## config.mk

```make
export PLATFORM = sky130hd
export DESIGN_NAME = udp_frame_pack_mux_flat
export DESIGN_NICKNAME = d
export VERILOG_FILES = /design/src/rtl/udp_frame_pack_mux_if.sv /design/src/rtl/udp_frame_pack_mux.sv /design/src/flat_wrapper.sv
export SDC_FILE = /design/constraint.sdc
export NUM_CORES = 1
export LEC_CHECK = 0
export ABC_CLOCK_PERIOD_IN_PS = 2300
export CELL_PAD_IN_SITES_DETAIL_PLACEMENT = 2
export CELL_PAD_IN_SITES_GLOBAL_PLACEMENT = 2
export CORE_ASPECT_RATIO = 1.5
export CORE_UTILIZATION = 27
export CTS_CLUSTER_DIAMETER = 60
export CTS_CLUSTER_SIZE = 28
export DETAILED_ROUTE_END_ITERATION = 16
export PLACE_DENSITY_LB_ADDON = 0.05
export SLEW_MARGIN = 5
export SYNTH_ARGS = -nofsm -noshare
export SYNTH_HDL_FRONTEND = slang
export SYNTH_SLANG_ARGS = --single-unit
```

## constraint.sdc

```tcl
create_clock -name clk -period 2.3 [get_ports clk]
set_input_delay 0.345 -clock clk [delete_from_list [all_inputs] [get_ports clk]]
set_output_delay 0.345 -clock clk [all_outputs]
set_load 0.01 [all_outputs]
```

## src/rtl/udp_frame_pack_mux_if.sv

```systemverilog
// Source-side and transmit-side signal bundle for udp_frame_pack_mux.
// master: the mux itself (drives src_ready and the tx word stream).
// slave:  the surrounding logic (capture sources and the UDP TX engine).
interface udp_frame_pack_mux_if #(
  parameter int NUM_SRC   = 2,
  parameter int OUT_BYTES = 3,
  parameter int LEN_W     = 16
);
  localparam int DW = 8 * OUT_BYTES;

  logic [2:0]            sel;
  logic [NUM_SRC*DW-1:0] src_data;
  logic [NUM_SRC-1:0]    src_valid;
  logic [NUM_SRC-1:0]    src_last;
  logic [NUM_SRC-1:0]    src_ready;
  logic [DW-1:0]         tx_data;
  logic                  tx_valid;
  logic                  tx_ready;
  logic                  tx_last;
  logic [LEN_W-1:0]      tx_length;
  logic                  tx_done;
  logic                  tx_overrun;

  modport master (
    input  sel, src_data, src_valid, src_last, tx_ready,
    output src_ready, tx_data, tx_valid, tx_last, tx_length, tx_done, tx_overrun
  );

  modport slave (
    output sel, src_data, src_valid, src_last, tx_ready,
    input  src_ready, tx_data, tx_valid, tx_last, tx_length, tx_done, tx_overrun
  );
endinterface

```

## src/rtl/udp_frame_pack_mux.sv

```systemverilog
// N-source front end for the UDP transmit path. One source is chosen per
// frame; byte-wide sources are packed MSB-first into OUT_BYTES-wide words,
// word-wide sources pass straight through. Output is a registered
// ready/valid word stream with frame-last, a word count and a done pulse.
module udp_frame_pack_mux #(
  parameter int                 NUM_SRC       = 2,
  parameter int                 OUT_BYTES     = 3,
  parameter int                 LEN_W         = 16,
  parameter logic [NUM_SRC-1:0] SRC_BYTE_MASK = 2'b01,
  parameter logic [NUM_SRC-1:0] SRC_EDGE_MASK = 2'b10
) (
  input logic                 clk,
  input logic                 reset_n,
  udp_frame_pack_mux_if.master bus
);
  localparam int              DW       = 8 * OUT_BYTES;
  localparam logic [3:0]      NSRC     = 4'(NUM_SRC);
  localparam logic [2:0]      CNT_FULL = 3'(OUT_BYTES - 1);
  localparam logic [LEN_W-1:0] WCNT_MAX = '1;

  typedef enum logic [1:0] {S_IDLE, S_RUN, S_DONE} state_t;

  state_t             state_q, state_d;
  logic [2:0]         act_q, act_d;
  logic [NUM_SRC-1:0] prev_valid_q;
  logic [DW-1:0]      pack_q, pack_d;
  logic [2:0]         bcnt_q, bcnt_d;
  logic [LEN_W-1:0]   wcnt_q, wcnt_d;
  logic               last_seen_q, last_seen_d;
  logic [DW-1:0]      tx_data_q, tx_data_d;
  logic               tx_valid_q, tx_valid_d;
  logic               tx_last_q, tx_last_d;
  logic               overrun_q, overrun_d;

  logic [DW-1:0]      s_data;
  logic               s_valid, s_last, s_prev, s_byte, s_edge;
  logic               out_free, beat_ok, take, emit, ovr_evt;
  logic [5:0]         sh;
  logic [DW-1:0]      byte_word, word;

  // Route the active source's signals onto a common set of wires.
  always_comb begin
    s_data  = '0;
    s_valid = 1'b0;
    s_last  = 1'b0;
    s_prev  = 1'b0;
    s_byte  = 1'b0;
    s_edge  = 1'b0;
    for (int i = 0; i < NUM_SRC; i++) begin
      if (act_q == 3'(i)) begin
        s_data  = bus.src_data[i*DW +: DW];
        s_valid = bus.src_valid[i];
        s_last  = bus.src_last[i];
        s_prev  = prev_valid_q[i];
        s_byte  = SRC_BYTE_MASK[i];
        s_edge  = SRC_EDGE_MASK[i];
      end
    end
  end

  // Beat acceptance, packing arithmetic and the overrun event.
  // last_seen_q blocks beats of the next frame from slipping in while the
  // final word of this frame still waits downstream.
  always_comb begin
    out_free  = !tx_valid_q || bus.tx_ready;
    beat_ok   = s_edge ? (s_valid && !s_prev) : s_valid;
    take      = (state_q == S_RUN) && !last_seen_q && out_free && beat_ok;
    ovr_evt   = (state_q == S_RUN) && !last_seen_q && s_edge && s_valid && !s_prev && !out_free;
    sh        = 6'(DW - 8) - {bcnt_q, 3'b000};
    byte_word = pack_q | (DW'(s_data[7:0]) << sh);
    word      = s_byte ? byte_word : s_data;
    emit      = take && (!s_byte || s_last || (bcnt_q == CNT_FULL));
  end

  // Per-source ready plus frame-complete outputs.
  always_comb begin
    bus.src_ready = '0;
    for (int i = 0; i < NUM_SRC; i++) begin
      bus.src_ready[i] = (state_q == S_RUN) && (act_q == 3'(i)) && !last_seen_q && out_free;
    end
    bus.tx_data    = tx_data_q;
    bus.tx_valid   = tx_valid_q;
    bus.tx_last    = tx_last_q;
    bus.tx_overrun = overrun_q;
    bus.tx_done    = (state_q == S_DONE);
    bus.tx_length  = (state_q == S_DONE) ? wcnt_q : '0;
  end

  // Next-state logic for the frame FSM and its datapath registers.
  always_comb begin
    state_d     = state_q;
    act_d       = act_q;
    pack_d      = pack_q;
    bcnt_d      = bcnt_q;
    wcnt_d      = wcnt_q;
    last_seen_d = last_seen_q;
    tx_data_d   = tx_data_q;
    tx_last_d   = tx_last_q;
    tx_valid_d  = tx_valid_q && !bus.tx_ready;
    overrun_d   = overrun_q || ovr_evt;
    case (state_q)
      S_IDLE: begin
        if ({1'b0, bus.sel} < NSRC) begin
          act_d   = bus.sel;
          state_d = S_RUN;
        end
      end
      S_RUN: begin
        if (take && !emit) begin
          pack_d = byte_word;
          bcnt_d = bcnt_q + 3'd1;
        end
        if (emit) begin
          tx_data_d  = word;
          tx_valid_d = 1'b1;
          tx_last_d  = s_last;
          pack_d     = '0;
          bcnt_d     = '0;
          if (wcnt_q != WCNT_MAX) wcnt_d = wcnt_q + LEN_W'(1);
          if (s_last) last_seen_d = 1'b1;
        end
        if (tx_valid_q && bus.tx_ready && tx_last_q) state_d = S_DONE;
      end
      S_DONE: begin
        wcnt_d      = '0;
        last_seen_d = 1'b0;
        state_d     = S_IDLE;
      end
      default: state_d = S_IDLE;
    endcase
  end

  // FSM state register.
  always_ff @(posedge clk or negedge reset_n) begin
    if (!reset_n) state_q <= S_IDLE;
    else          state_q <= state_d;
  end

  // Datapath and output registers; a reset discards any partial frame.
  always_ff @(posedge clk or negedge reset_n) begin
    if (!reset_n) begin
      act_q        <= '0;
      prev_valid_q <= '0;
      pack_q       <= '0;
      bcnt_q       <= '0;
      wcnt_q       <= '0;
      last_seen_q  <= 1'b0;
      tx_data_q    <= '0;
      tx_valid_q   <= 1'b0;
      tx_last_q    <= 1'b0;
      overrun_q    <= 1'b0;
    end else begin
      act_q        <= act_d;
      prev_valid_q <= bus.src_valid;
      pack_q       <= pack_d;
      bcnt_q       <= bcnt_d;
      wcnt_q       <= wcnt_d;
      last_seen_q  <= last_seen_d;
      tx_data_q    <= tx_data_d;
      tx_valid_q   <= tx_valid_d;
      tx_last_q    <= tx_last_d;
      overrun_q    <= overrun_d;
    end
  end
endmodule
```

## src/flat_wrapper.sv

```systemverilog
// flat-port wrapper written by rule: the top's interface ports become plain ports
module udp_frame_pack_mux_flat 
#(
  parameter int                 NUM_SRC       = 2,
  parameter int                 OUT_BYTES     = 3,
  parameter int                 LEN_W         = 16,
  parameter logic [NUM_SRC-1:0] SRC_BYTE_MASK = 2'b01,
  parameter logic [NUM_SRC-1:0] SRC_EDGE_MASK = 2'b10
)
  (clk, reset_n, bus_sel, bus_src_data, bus_src_valid, bus_src_last, bus_tx_ready, bus_src_ready, bus_tx_data, bus_tx_valid, bus_tx_last, bus_tx_length, bus_tx_done, bus_tx_overrun);
  udp_frame_pack_mux_if #(.NUM_SRC(NUM_SRC), .OUT_BYTES(OUT_BYTES), .LEN_W(LEN_W)) bus_i ();
  input logic clk;
  input logic reset_n;
  input wire logic [$bits(bus_i.sel)-1:0] bus_sel;
  input wire logic [$bits(bus_i.src_data)-1:0] bus_src_data;
  input wire logic [$bits(bus_i.src_valid)-1:0] bus_src_valid;
  input wire logic [$bits(bus_i.src_last)-1:0] bus_src_last;
  input wire logic [$bits(bus_i.tx_ready)-1:0] bus_tx_ready;
  output wire logic [$bits(bus_i.src_ready)-1:0] bus_src_ready;
  output wire logic [$bits(bus_i.tx_data)-1:0] bus_tx_data;
  output wire logic [$bits(bus_i.tx_valid)-1:0] bus_tx_valid;
  output wire logic [$bits(bus_i.tx_last)-1:0] bus_tx_last;
  output wire logic [$bits(bus_i.tx_length)-1:0] bus_tx_length;
  output wire logic [$bits(bus_i.tx_done)-1:0] bus_tx_done;
  output wire logic [$bits(bus_i.tx_overrun)-1:0] bus_tx_overrun;
  assign bus_i.sel = bus_sel;
  assign bus_i.src_data = bus_src_data;
  assign bus_i.src_valid = bus_src_valid;
  assign bus_i.src_last = bus_src_last;
  assign bus_i.tx_ready = bus_tx_ready;
  assign bus_src_ready = bus_i.src_ready;
  assign bus_tx_data = bus_i.tx_data;
  assign bus_tx_valid = bus_i.tx_valid;
  assign bus_tx_last = bus_i.tx_last;
  assign bus_tx_length = bus_i.tx_length;
  assign bus_tx_done = bus_i.tx_done;
  assign bus_tx_overrun = bus_i.tx_overrun;
  udp_frame_pack_mux #(.NUM_SRC(NUM_SRC), .OUT_BYTES(OUT_BYTES), .LEN_W(LEN_W), .SRC_BYTE_MASK(SRC_BYTE_MASK), .SRC_EDGE_MASK(SRC_EDGE_MASK)) u_core (.clk(clk), .reset_n(reset_n), .bus(bus_i));
endmodule
```

Word-level counts from Yosys, hierarchy flattened

Cells that the tools add are included.

Logic and storage cells: 96
Input port bits: 58
Output and inout bits: 46
Register bits after elaboration: 78

Mux-type cells: 29
Equal/unequal tests: 10
$add $sub $neg: 3
Reductions and logical operators: 40
Shift-type cells: 1
Order comparisons: 1
Bitwise logic cells: 1

Operators with widths:

| operator                                        | count |
|---|---|
| 2-to-1 mux 24 bit                               | 5 |
| 2-to-1 mux 16 bit                               | 3 |
| one-hot mux 16 bit (2 select lines)             | 1 |
| bitwise OR 24 bit                               | 1 |
| << shifter 8 x 6 -> 24 bit                      | 1 |
| logical AND 1 bit                               | 19 |
| adder 16 x 1 -> 16 bit, second input constant   | 1 |
| != test 16 bit, second input constant           | 1 |
| 2-to-1 mux 1 bit                                | 14 |
| AND reduction 2 bit                             | 4 |
| zero test 1 bit                                 | 7 |
| 2-to-1 mux 3 bit                                | 2 |
| != test 2 x 1 -> 1 bit, second input constant   | 3 |
| AND reduction 3 bit                             | 2 |
| subtractor 5 x 6 -> 6 bit, first input constant | 1 |
| logical OR 1 bit                                | 4 |
| 2-to-1 mux 2 bit                                | 2 |
| != test 2 bit, second input constant            | 2 |
| one-hot mux 2 bit (2 select lines)              | 1 |
| nonzero test 2 bit                              | 2 |
| adder 3 x 1 -> 3 bit, second input constant     | 1 |
| == test 3 x 1 -> 1 bit, second input constant   | 1 |
| == test 3 x 2 -> 1 bit, second input constant   | 1 |
| zero test 3 bit                                 | 1 |
| 5 further kinds                                 | 5 |

Depth between registers and ports, before layout

Gate-level depths: netlist (run 1).

Depth in word-level cells: 12
Depth in mapped cells: 9
Mapped depth without buffers: 7

Least setup slack after synthesis (run 1)

OpenSTA, ideal clock, no wires.

Path type: flip-flop to flip-flop
From: reg u_core.state_q[1]
To: reg u_core.tx_data_q[15] (netlist: u_core.bus.tx_data[15])
Buffers on the path: 1
Clock period less this slack: 2269 ps
Stages on the path, launching flop included: 8
Required time: 2175 ps
Setup time: 125 ps
Slack: 31 ps
Data arrival time: 2144 ps
Cells stage by stage: dfrtp_1 inv_1 ha_1 nor4b_2 o211ai_1 nor2_1 buf_2 mux2_2

Word-level cells in the longest chain between the ends: 6

Ends and longest elaborated chain:

| item                              | RTL line                                            | source |
|---|---|---|
| start, declared                   | udp_frame_pack_mux.sv:23                            | `state_t state_q, state_d;` |
| start signal, assigned            | udp_frame_pack_mux.sv:136                           | `else state_q <= state_d;` |
| == test 2 x 1 -> 1 bit (*)        | udp_frame_pack_mux.sv:67, udp_frame_pack_mux.sv:101 |  |
| logical AND 1 bit (3 in a row)    | udp_frame_pack_mux.sv:67                            | `take = (state_q == S_RUN) && !last_seen_q && out_free && beat_ok;` |
| logical AND 1 bit                 | udp_frame_pack_mux.sv:72                            | `emit = take && (!s_byte \|\| s_last \|\| (bcnt_q == CNT_FULL));` |
| AND reduction 2 bit (no line) (*) | --                                                  |  |
| end signal, assigned              | udp_frame_pack_mux.sv:159                           | `tx_data_q <= tx_data_d;` |
| end, declared                     | udp_frame_pack_mux.sv:30                            | `logic [DW-1:0] tx_data_q, tx_data_d;` |

Every way passes the cells marked *; elsewhere a longest branch is shown, timed or not.
A chain may end at the register's enable or synchronous reset.

Worst setup path after layout (run 1)

From: reg u_core.wcnt_q[1]
To: reg u_core.wcnt_q[1]

Word-level cells in the longest chain between the ends: 4
Elaborated cells on any way between the ends: 7
Those cells by class: add/sub: 1; eq/ne: 2; mux: 3; reduce/logical: 1

Ends and longest elaborated chain:

| item                                | RTL line                  | source |
|---|---|---|
| start, declared                     | udp_frame_pack_mux.sv:28  | `logic [LEN_W-1:0] wcnt_q, wcnt_d;` |
| start signal, assigned              | udp_frame_pack_mux.sv:157 | `wcnt_q <= wcnt_d;` |
| adder 16 x 1 -> 16 bit              | udp_frame_pack_mux.sv:119 | `if (wcnt_q != WCNT_MAX) wcnt_d = wcnt_q + LEN_W'(1);` |
| 2-to-1 mux 16 bit                   | udp_frame_pack_mux.sv:119 |  |
| 2-to-1 mux 16 bit                   | udp_frame_pack_mux.sv:113 | `if (emit) begin` |
| one-hot mux 16 bit (2 select lines) | udp_frame_pack_mux.sv:101 | `case (state_q)` |

Parallel ways exist; a longest one is shown, timed or not. The select of a mux whose other input is x is not followed.

==> summary.txt, run 1 <==
Run status
  • Outcome: complete, no violations

Synthesis
  • Syn Inst Count: 442
  • Post-synth EDFFs: 0
  • Synth Warn #: 0
  • Register area share after synthesis: 0.467
  • Syn avg cell area: 9.34 um^2
  • Netlist cell types: 51
  • Net Count, Synth: 507
  • Area contributors post-synth: dfrtp_1, nand2_1, nor2b_1
  • Fraction of registers with async set or reset after synthesis: 1.00
  • Area leader, netlist: dfrtp_1
  • Most used flip-flop cell after synthesis: dfrtp_1
  • Synth Cell Area: 4130 um^2
  • Synth top area share: 0.467
  • Synthesis-stage register bit count: 77

Pwr
  • Leak: 0.00254 uW
  • Pwr per Cell Area: 1170 nW/um^2
  • Worst vdd ir: 0.000380 V
  • Power, Total: 6950 uW

Finish
  • Leading cell type in the layout, fill and taps excluded: dfrtp_1
  • Fillers: 1710
  • Final #Nets: 626
  • Most frequent cells in the layout: dfrtp_1, clkdlybuf4s50_1, nand2_1
  • Final std cells w/o fill: 765
  • Area growth syn-to-layout: 44.0%
  • Multi-input gate area: 2130 um^2
  • Sequential Area: 1930 um^2
  • Ant. Diodes: 0
  • Share of cells above drive strength 1: 0.170

Clocking
  • Inserted Clock Buffers: 9
  • CTS tree: yes
  • CTS Buffer Depth: 2
  • H-tree Lvls: 3
  • CTS clock-pin slew for the worst setup and hold paths: 0.06 ns
  • Root Buffer: clkbuf_16
  • Clock latency on the worst-skew pair: 0.35 ns
  • Clock sink count: 77

STA
  • Post-route minimum period: 2.22 ns
  • Ratio of final minimum period to clock period: 0.964
  • Worst slew margin: 0.638
  • Finish-stage setup viols: 0
  • Worst-margin pin slew: 0.541 ns
  • Final Skew: 0.00505 ns
  • Worst setup margin: 0.0828 ns
  • F_max: 451 MHz
  • Max-slew violations: 0
  • Hold slack: 0.482 ns
  • Hold Fails Final Rpt: 0

Routing
  • Vias: 3854
  • Via density: 5.04
  • Wire per inst: 19.0 um
  • Post-DRT Antenna Nets: 0
  • Final wirelength: 14500 um
  • Drt first pass iters: 4
  • DR iter-0 viols: 66
  • DRC: 0

Global routing
  • First-pass GRT wire length: 23400 um
  • Gr usage total: 0.199
  • Initial antenna violation count: 0
  • Largest net degree at the start of global routing: 37
  • Grt ovf: 0
  • Vias in the first global route: 4308

Worst setup path
  • CP arrival: 2.44 ns
  • Setup crit end kind: flop
  • Crit Path Class: flop to flop
  • Element type at the critical path start: flop
  • Required time of the critical path: 2.52 ns
  • Worst Path Max Fanout: 7

Placement
  • Gpl congestion: 0.777
  • Inst Count DP: 740
  • Post-Place Setup Slack: -0.0589 ns
  • Port Buffers: 87
  • DP HPWL: 10400 um

Floorplanning
  • Row count: 55
  • Chip height: 153 um
  • Initial Utilization: 0.275
  • Die width: 103 um
  • Die area: 15800 um^2
  • I/O Pins: 104
  • Core ar.: 15000 um^2

Flow run
  • Max-cap violations: 0

Hold path
  • HP Class: flop to flop
state kept, by name, indices dropped and copies added, names as in the netlist:
name / count
u_core.bus.tx_data: 24
u_core.pack_q: 24
u_core.wcnt_q: 16
u_core.act_q: 3
u_core.bcnt_q: 3
u_core.state_q: 2
u_core.bus.tx_last: 1
u_core.bus.tx_overrun: 1
u_core.bus.tx_valid: 1
u_core.last_seen_q: 1
u_core.prev_valid_q: 1
what timing repair did:
item	4_1_cts	5_1_grt
hold buffers	1	0
cloned	0	1
resized for setup	18	16
pin swaps	0	2
endpoints found under the hold margin	28	0
buffers inserted	2	5
setup endpoints to repair	20	46
kinds of logic (layout without fill, tap and decap cells):
group | after synthesis | count (layout) | share of synthesized area
compound gates | 117 | 117 | 0.196
simple gates | 186 | 186 | 0.231
flops | 77 | 77 | 0.467
mux | 19 | 19 | 0.0491
fa+ha+maj | 7 | 7 | 0.0212
xor+xnor | 1 | 1 | 0.00212
buf+inv | 35 | 159 | 0.0339
routing by layer:
metal	vias to the layer above	part of all wire	global-route usage
met4	0	0.018	0.0698
met2	49	0.59	0.378
met1	1977	0.38	0.215
met3	14	0.019	0.0293
met5	-	0	0
li1	1814	-	-
critical path: stages (launching register included):
cell and delay [ns]:
dfrtp_1 0.35, ha_2 0.21, nand3_1 0.11, or4_4 0.55, o311a_4 0.38, o21ai_4 0.25, buf_12 0.16, o21ai_0 0.08
synthesized netlist by cell type (7+ instances only):
master / n
dfrtp_1: 77
nand2_1: 60
a21oi_1: 43
nor2b_1: 35
nor2_1: 26
o21ai_0: 19
and2_1: 18
clkbuf_1: 16
o41ai_1: 16
o31ai_1: 14
nor3_1: 13
mux2_2: 10
inv_1: 9
mux2i_1: 9
nand3_1: 9
buf_2: 7
ha_1: 7
nor4_1: 7
metrics by stage:
| stage | TNS, ns | instance area (um^2) | utilization |
|---|---|---|---|
| 6_report | 0 | 5940 | 0.396 |
| 3_5_place_dp | -0.280 | 5490 | 0.366 |
| 5_1_grt | -0.0644 | 5940 | 0.396 |
| 4_1_cts | -0.0234 | 5830 | 0.389 |
| 2_1_floorplan | 0 | 4130 | - |
| 3_3_place_gp | 0 | 5490 | 0.366 |
worst paths after layout:
check                                           start               endpoint  slack (ns)  cells past startpoint
min in group asynchronous                     reset_n       u_core.wcnt_q[7]        0.49                      2
worst max register to register       u_core.wcnt_q[1]       u_core.wcnt_q[1]        0.08                      7
max in group asynchronous                     reset_n        u_core.act_q[0]        1.08                      3
worst max-delay path                 u_core.wcnt_q[1]       u_core.wcnt_q[1]        0.08                      7
worst min register to register  u_core.bus.tx_data[3]  u_core.bus.tx_data[3]        0.48                      2
worst min-delay path            u_core.bus.tx_data[3]  u_core.bus.tx_data[3]        0.48                      2
where the power goes:
group | switching [uW] | internal (uW) | leakage [uW]
registers | 251 | 1670 | 0.00102
clock network | 611 | 956 | 0.000150
logic | 1830 | 1640 | 0.00137
total | 2690 | 4270 | 0.00254
layout make-up:
class | instances | area share
sequential | 77 | 0.325
multi-input combinational | 330 | 0.358
inverter | 9 | 0.00568
tap | 199 | 0.0419
clock buffer | 11 | 0.0391
clock inverter | 5 | 0.0143
timing repair buffer | 134 | 0.217
No activity file was read; power rests on OpenSTA's default activity.
==> run 2, diff against run 1 <==
--- a/config.mk
+++ b/config.mk
@@ -14,6 +14,7 @@
 export CTS_CLUSTER_SIZE = 28
 export DETAILED_ROUTE_END_ITERATION = 16
 export PLACE_DENSITY_LB_ADDON = 0.05
+export RECOVER_POWER = 100
 export SLEW_MARGIN = 5
 export SYNTH_ARGS = -nofsm -noshare
 export SYNTH_HDL_FRONTEND = slang
==> constraint.sdc (replaced) <==
create_clock -name clk -period 2.3 [get_ports clk]
set_input_delay 0.345 -clock clk [delete_from_list [all_inputs] [get_ports clk]]
set_output_delay 0.345 -clock clk [all_outputs]
set_load 0.005 [all_outputs]
==> summary.txt, run 2 (synthesized netlist as in run 1, its figures left out) <==
Run status
  • Outcome: complete, no violations

Worst setup path
  • Crit-path cells: ha_2 -> nand3_1 -> or4_4 -> o311a_4 -> o21ai_4 -> buf_12 -> o21ai_0
  • Worst R2R Start: u_core.wcnt_q[1]
  • Setup crit end kind: flop
  • R2R cell count: 7 (unchanged)
  • Max stage delay on crit path: 0.55 ns (about the same)
  • CP startpoint: u_core.wcnt_q[1]
  • Worst reg-to-reg setup slack: 0.08 ns (about the same)
  • Reg2reg end: u_core.wcnt_q[1]
  • Element type at the critical path start: flop
  • Worst Path Max Fanout: 7 (unchanged)
  • Slowest-stage cell, CP: or4_4
  • CP arrival: 2.44 ns (about the same)
  • Required time of the critical path: 2.52 ns (about the same)
  • Crit Path Class: flop to flop

Finish
  • Final std cells w/o fill: 769 (+0.52%)
  • Share of cells above drive strength 1: 0.168 (-0.00119)
  • Sequential Area: 1930 um^2 (unchanged)
  • Final #Nets: 630 (+0.64%)
  • Area growth syn-to-layout: 45.0%
  • Ant. Diodes: 0 (unchanged)
  • Leading cell type in the layout, fill and taps excluded: clkdlybuf4s50_1
  • Multi-input gate area: 2100 um^2 (-1.5%)
  • Fillers: 1677 (-1.9%)
  • Most frequent cells in the layout: clkdlybuf4s50_1, dfrtp_1, nand2_1

Pwr
  • Psw: 2560 uW (-4.9%)
  • Pwr per Cell Area: 1160 nW/um^2 (-0.91%)
  • Logic pwr share: 0.491 (-0.008)
  • Sw Ratio: 0.368 (-0.0180)
  • Clock network power share: 0.233 (+0.008)
  • Sequential power share: 0.276 (about the same)
  • Worst vdd ir: 0.000407 V (+7.2%)
  • Leak: 0.00252 uW (-0.64%)
  • Pint: 4380 uW (+2.7%)

Global routing
  • Gr usage total: 0.191 (-0.00747)
  • Vias in the first global route: 4345 (+0.86%)
  • Grt ovf: 0 (unchanged)
  • Largest net degree at the start of global routing: 43 (+16%)
  • Initial antenna violation count: 0 (unchanged)
  • First-pass GRT wire length: 22800 um (-2.8%)

STA
  • Hold Fails Final Rpt: 0 (unchanged)
  • Worst-margin pin slew: 0.990 ns (+0.450 ns)
  • Ratio of final minimum period to clock period: 0.967 (+0.00261)
  • Worst setup margin: 0.0768 ns (-0.00600 ns)
  • Max-slew violations: 0 (unchanged)
  • RSZ-0062 raised after global routing: true
  • Worst slew margin: 0.340 (-0.298)
  • F_max: 450 MHz (-0.27%)
  • Final Skew: 0.00367 ns (-0.00138 ns)
  • Finish-stage setup viols: 0 (unchanged)
  • Post-route minimum period: 2.22 ns (+0.00600 ns)

Hold path
  • Hold EP: u_core.bus.tx_data[18]
  • HP Class: flop to flop
  • Hold path startpoint: u_core.bus.tx_data[18]
  • Hold path depth: 2 (unchanged)

Clocking
  • CTS tree: yes
  • Clock latency on the worst-skew pair: 0.34 ns (about the same)
  • CTS clock-pin slew for the worst setup and hold paths: 0.06 ns (about the same)
  • Inserted Clock Buffers: 9 (unchanged)
  • CTS Buffer Depth: 2 (unchanged)
  • Clock sink count: 77 (unchanged)
  • Root Buffer: clkbuf_16
  • H-tree Lvls: 3 (unchanged)

Floorplanning
  • Die area: 15800 um^2 (unchanged)
  • Core ar.: 15000 um^2 (unchanged)
  • I/O Pins: 104 (unchanged)
  • Chip height: 153 um (unchanged)
  • Row count: 55 (unchanged)
  • Initial Utilization: 0.275 (unchanged)
  • Die width: 103 um (unchanged)

Placement
  • Inst Count DP: 742 (+0.27%)
  • Gpl congestion: 0.753 (-3.1%)
  • DP HPWL: 10200 um (-1.8%)
  • Port Buffers: 87 (unchanged)
  • Post-Place Setup Slack: -0.103 ns (-0.0445 ns)

Routing
  • Vias: 3877 (+0.60%)
  • Post-DRT Antenna Nets: 0 (unchanged)
  • DR iter-0 viols: 73 (+11%)
  • Via density: 5.04 (about the same)
  • Wire per inst: 18.5 um (-2.6%)
  • Final wirelength: 14200 um (-2.1%)
  • Drt first pass iters: 4 (unchanged)
  • DRC: 0 (unchanged)

Flow run
  • Max-cap violations: 0 (unchanged)
## run 2: power by group through the flow
stage | clock [uW] | combinational [uW] | sequential, uW
final | 1610 | 3410 | 1920
after global placement | 0 | 3230 | 1930
after CTS | 1670 | 3370 | 1930
after floorplan | 0 | 1670 | 1890
after detailed placement | 0 | 3320 | 1950
after global routing | 1720 | 3740 | 1960
## run 2: critical path: cells and delay by family (launching register included)
kind                     cells  cell delay [ns]
AO/OA/AOI/OAI                3             0.73
buffers and inverters        1             0.15
AND/OR/NAND/NOR              2             0.66
flip-flops                   1             0.36
adder cells (fa/ha/maj)      1             0.20
## run 2: repair_timing
| action | 4_1_cts | 5_1_grt |
|---|---|---|
| gates cloned | 0 | 2 |
| setup buffers | 3 | 5 |
| gates resized for setup | 6 | 7 |
| setup endpoints to repair | 9 | 45 |
| hold buffers | 1 | 0 |
| pin swaps | 0 | 2 |
| endpoints found under the hold margin | 15 | 0 |
## run 2: per-stage QoR
| step | setup TNS (ns) | utilization | total power [uW] | hold WS, ns | area, um^2 |
|---|---|---|---|---|---|
| final | 0 | 0.399 | 6940 | 0.484 | 5990 |
| after global routing | -0.193 | 0.399 | 7420 | 0.517 | 5990 |
| after global placement | 0 | 0.369 | 5160 | 0.362 | 5530 |
| after CTS | 0 | 0.394 | 6980 | 0.489 | 5910 |
| after detailed placement | -0.505 | 0.369 | 5260 | 0.359 | 5530 |
| after floorplan | 0 | - | 3560 | 0.0494 | 4130 |
## run 2: cell type report
| class | count | area share |
|---|---|---|
| Multi-Input combinational cell | 330 | 0.350 |
| Sequential cell | 77 | 0.322 |
| Timing Repair Buffer | 138 | 0.224 |
| Clock buffer | 11 | 0.0422 |
| Tap cell | 199 | 0.0416 |
| Clock inverter | 5 | 0.0138 |
| Inverter | 9 | 0.00564 |
## run 2: worst max path at each step
stage | to | slack [ns]
after floorplan | u_core.bus.tx_data[15] | 0.03
after global placement | u_core.wcnt_q[1] | 0.02
after detailed placement | u_core.bus.tx_data[3] | -0.10
after CTS | bus_tx_length[8] | 0.01
after global routing | bus_tx_length[11] | -0.02
final | u_core.wcnt_q[1] | 0.08
## run 2: routing by layer
layer	part of all wire	wire length, um	global-route usage	vias up
met5	0	0	0	-
met4	0.013	179	0.0543	0
met3	0.017	248	0.0251	14
met2	0.60	8500	0.376	50
met1	0.37	5320	0.203	1992
li1	-	-	-	1821
==> run 3, diff against run 2 <==
--- a/config.mk
+++ b/config.mk
@@ -5,11 +5,12 @@
 export SDC_FILE = /design/constraint.sdc
 export NUM_CORES = 1
 export LEC_CHECK = 0
-export ABC_CLOCK_PERIOD_IN_PS = 2300
+export ABC_CLOCK_PERIOD_IN_PS = 2000
 export CELL_PAD_IN_SITES_DETAIL_PLACEMENT = 2
 export CELL_PAD_IN_SITES_GLOBAL_PLACEMENT = 2
 export CORE_ASPECT_RATIO = 1.5
-export CORE_UTILIZATION = 27
+export CORE_UTILIZATION = 28
+export CTS_BUF_LIST = sky130_fd_sc_hd__clkbuf_4 sky130_fd_sc_hd__clkbuf_8
 export CTS_CLUSTER_DIAMETER = 60
 export CTS_CLUSTER_SIZE = 28
 export DETAILED_ROUTE_END_ITERATION = 16
==> constraint.sdc (replaced) <==
create_clock -name clk -period 2 [get_ports clk]
set_input_delay 0.3 -clock clk [delete_from_list [all_inputs] [get_ports clk]]
set_output_delay 0.3 -clock clk [all_outputs]
set_load 0.005 [all_outputs]
==> summary.txt, run 3 (synthesized netlist as in run 1, its figures left out) <==
Run status
  • Outcome: finished with violations
  • Failing checks: design-rule violations, negative setup slack

Routing
  • Wire per inst: 22.8 um (+23%)
  • Via density: 5.14 (+2.0%)
  • Post-DRT Antenna Nets: 0 (unchanged)
  • Vias: 4213 (+8.7%)
  • Final wirelength: 18600 um (+31%)
  • DRC: 1 (+1)
  • Drt first pass iters: 10 (+6)
  • DR iter-0 viols: 70 (-4.1%)

STA
  • Post-route minimum period: 2.23 ns (+0.00305 ns)
  • F_max: 449 MHz (-0.14%)
  • Max-slew violations: 0 (unchanged)
  • Final Skew: 0.0108 ns (+0.00712 ns)
  • Ratio of final minimum period to clock period: 1.11 (+0.147)
  • Hold Fails Final Rpt: 0 (unchanged)
  • Hold slack: 0.493 ns (+0.00971 ns)
  • RSZ-0062 raised after global routing: true
  • Setup_tns: -2.70 ns (-2.70 ns)
  • Finish-stage setup viols: 45 (+45)
  • Worst setup margin: -0.226 ns (-0.303 ns)
  • Worst-margin pin slew: 1.02 ns (+0.0293 ns)
  • Worst slew margin: 0.320 (-0.0195)

Clocking
  • Clock sink count: 77 (unchanged)
  • CTS clock-pin slew for the worst setup and hold paths: 0.09 ns (+0.03 ns)
  • Clock latency on the worst-skew pair: 0.39 ns (+0.05 ns)
  • Root Buffer: clkbuf_8
  • CTS tree: yes
  • CTS Buffer Depth: 2 (unchanged)
  • H-tree Lvls: 3 (unchanged)
  • Inserted Clock Buffers: 9 (unchanged)

Finish
  • Ant. Diodes: 0 (unchanged)
  • Final #Nets: 684 (+8.6%)
  • Area growth syn-to-layout: 71.4%
  • Share of cells above drive strength 1: 0.382 (+0.214)
  • Leading cell type in the layout, fill and taps excluded: dfrtp_1
  • Most frequent cells in the layout: dfrtp_1, clkdlybuf4s50_1, buf_4

Placement
  • Port Buffers: 87 (unchanged)
  • Gpl congestion: 0.755 (+0.25%)
  • DP HPWL: 10900 um (+7.2%)

Worst setup path
  • R2R cell count: 9 (+2)
  • Element type at the critical path start: flop
  • Reg2reg end: u_core.wcnt_q[2]
  • Crit Path Class: flop to flop
  • Setup crit end kind: flop
  • Worst R2R Start: u_core.state_q[0]
  • Worst Path Max Fanout: 18 (+11)
  • CP arrival: 2.54 ns (+0.10 ns)
  • Required time of the critical path: 2.31 ns (-0.21 ns)
  • Worst reg-to-reg setup slack: -0.23 ns (-0.30 ns)

Hold path
  • Hold path depth: 2 (unchanged)
  • Hold EP: u_core.bus.tx_data[5]
  • Hold path startpoint: u_core.bus.tx_data[5]
  • HP Class: flop to flop

Floorplanning
  • Chip height: 151 um (-1.8%)
  • Row count: 54 (-1.8%)
  • Initial Utilization: 0.286 (+0.0103)
  • Die width: 101 um (-1.8%)
  • I/O Pins: 104 (unchanged)
  • Core ar.: 14500 um^2 (-3.6%)
  • Die area: 15200 um^2 (-3.5%)

Pwr
  • Leak: 0.00303 uW (+20%)
  • Worst vdd ir: 0.000476 V (+17%)
  • Sequential power share: 0.235 (-0.041)
  • Pint: 5630 uW (+28%)
  • Psw: 3860 uW (+51%)
  • Logic pwr share: 0.605 (+0.114)
  • Clock network power share: 0.160 (-0.073)
  • Pwr per Cell Area: 1340 nW/um^2 (+16%)
  • Sw Ratio: 0.407 (+0.0384)

Global routing
  • Vias in the first global route: 4699 (+8.1%)
  • Initial antenna violation count: 0 (unchanged)
  • Largest net degree at the start of global routing: 36 (-16%)
  • Grt ovf: 0 (unchanged)
  • Gr usage total: 0.221 (+0.0296)
  • First-pass GRT wire length: 25100 um (+10%)

Flow run
  • Max-cap violations: 0 (unchanged)
run 3: what timing repair did:
action / CTS / global route
gates cloned: 4 / 5
endpoints found under the hold margin: 33 / 0
pin swaps: 16 / 28
setup endpoints to repair: 68 / 84
setup buffers: 15 / 20
gates resized for setup: 94 / 110
hold buffers: 1 / 0
run 3: worst max-delay path, cell delays in order, from the launching register on:
cell       delay (ns)
dfrtp_1          0.37
clkbuf_1         0.22
inv_4            0.07
ha_4             0.20
buf_4            0.14
bufbuf_16        0.28
nor2b_2          0.25
nand3_1          0.17
o32ai_1          0.24
a221o_1          0.22
run 3: power by group through the flow:
stage	combinational [uW]	sequential [uW]	clock [uW]
2_1_floorplan	1970	2180	0
3_3_place_gp	3970	2190	0
3_5_place_dp	4110	2220	0
4_1_cts	4630	2190	1520
5_1_grt	6120	2260	1590
6_report	5750	2230	1520
run 3: metal layers:
| layer | vias to the layer above | share of wire | GRT usage | wire length (um) |
|---|---|---|---|---|
| li1 | 1926 | - | - | - |
| met1 | 2141 | 0.35 | 0.223 | 6500 |
| met2 | 94 | 0.59 | 0.449 | 10900 |
| met3 | 52 | 0.024 | 0.0316 | 441 |
| met4 | 0 | 0.042 | 0.0703 | 790 |
| met5 | - | 0 | 0 | 0 |
run 3: metrics by stage:
| step | instance area [um^2] | setup WS (ns) | util | instances | power [uW] |
|---|---|---|---|---|---|
| 2_1_floorplan | 4180 | -0.0137 | - | 442 | 4150 |
| 3_3_place_gp | 5750 | -0.178 | 0.398 | 763 | 6160 |
| 3_5_place_dp | 5750 | -0.276 | 0.398 | 763 | 6330 |
| 4_1_cts | 6370 | -0.108 | 0.441 | 798 | 8350 |
| 5_1_grt | 7080 | -0.403 | 0.489 | 819 | 9970 |
| 6_report | 7080 | -0.226 | 0.489 | 819 | 9490 |
run 3: worst max-delay path by stage:
stage	start	to	slack (ns)	cells past startpoint
floorplan	u_core.act_q[1]	u_core.wcnt_q[1]	-0.01	7
global placement	bus_src_last[0]	u_core.wcnt_q[1]	-0.18	6
detailed placement	u_core.bcnt_q[0]	u_core.bus.tx_data[11]	-0.28	6
CTS	u_core.wcnt_q[6]	u_core.wcnt_q[9]	-0.11	6
global route	u_core.state_q[0]	u_core.wcnt_q[2]	-0.40	9
finish	u_core.state_q[0]	u_core.wcnt_q[2]	-0.23	9
run 3: layout make-up:
type,count,area (um^2)
repair buffers,192,1900
multi-input cells,330,2720
inverters,9,40.0
flip-flops and latches,77,1930
well taps,196,245
clock inverters,6,113
fillers,1516,7380
clock buffers,9,124
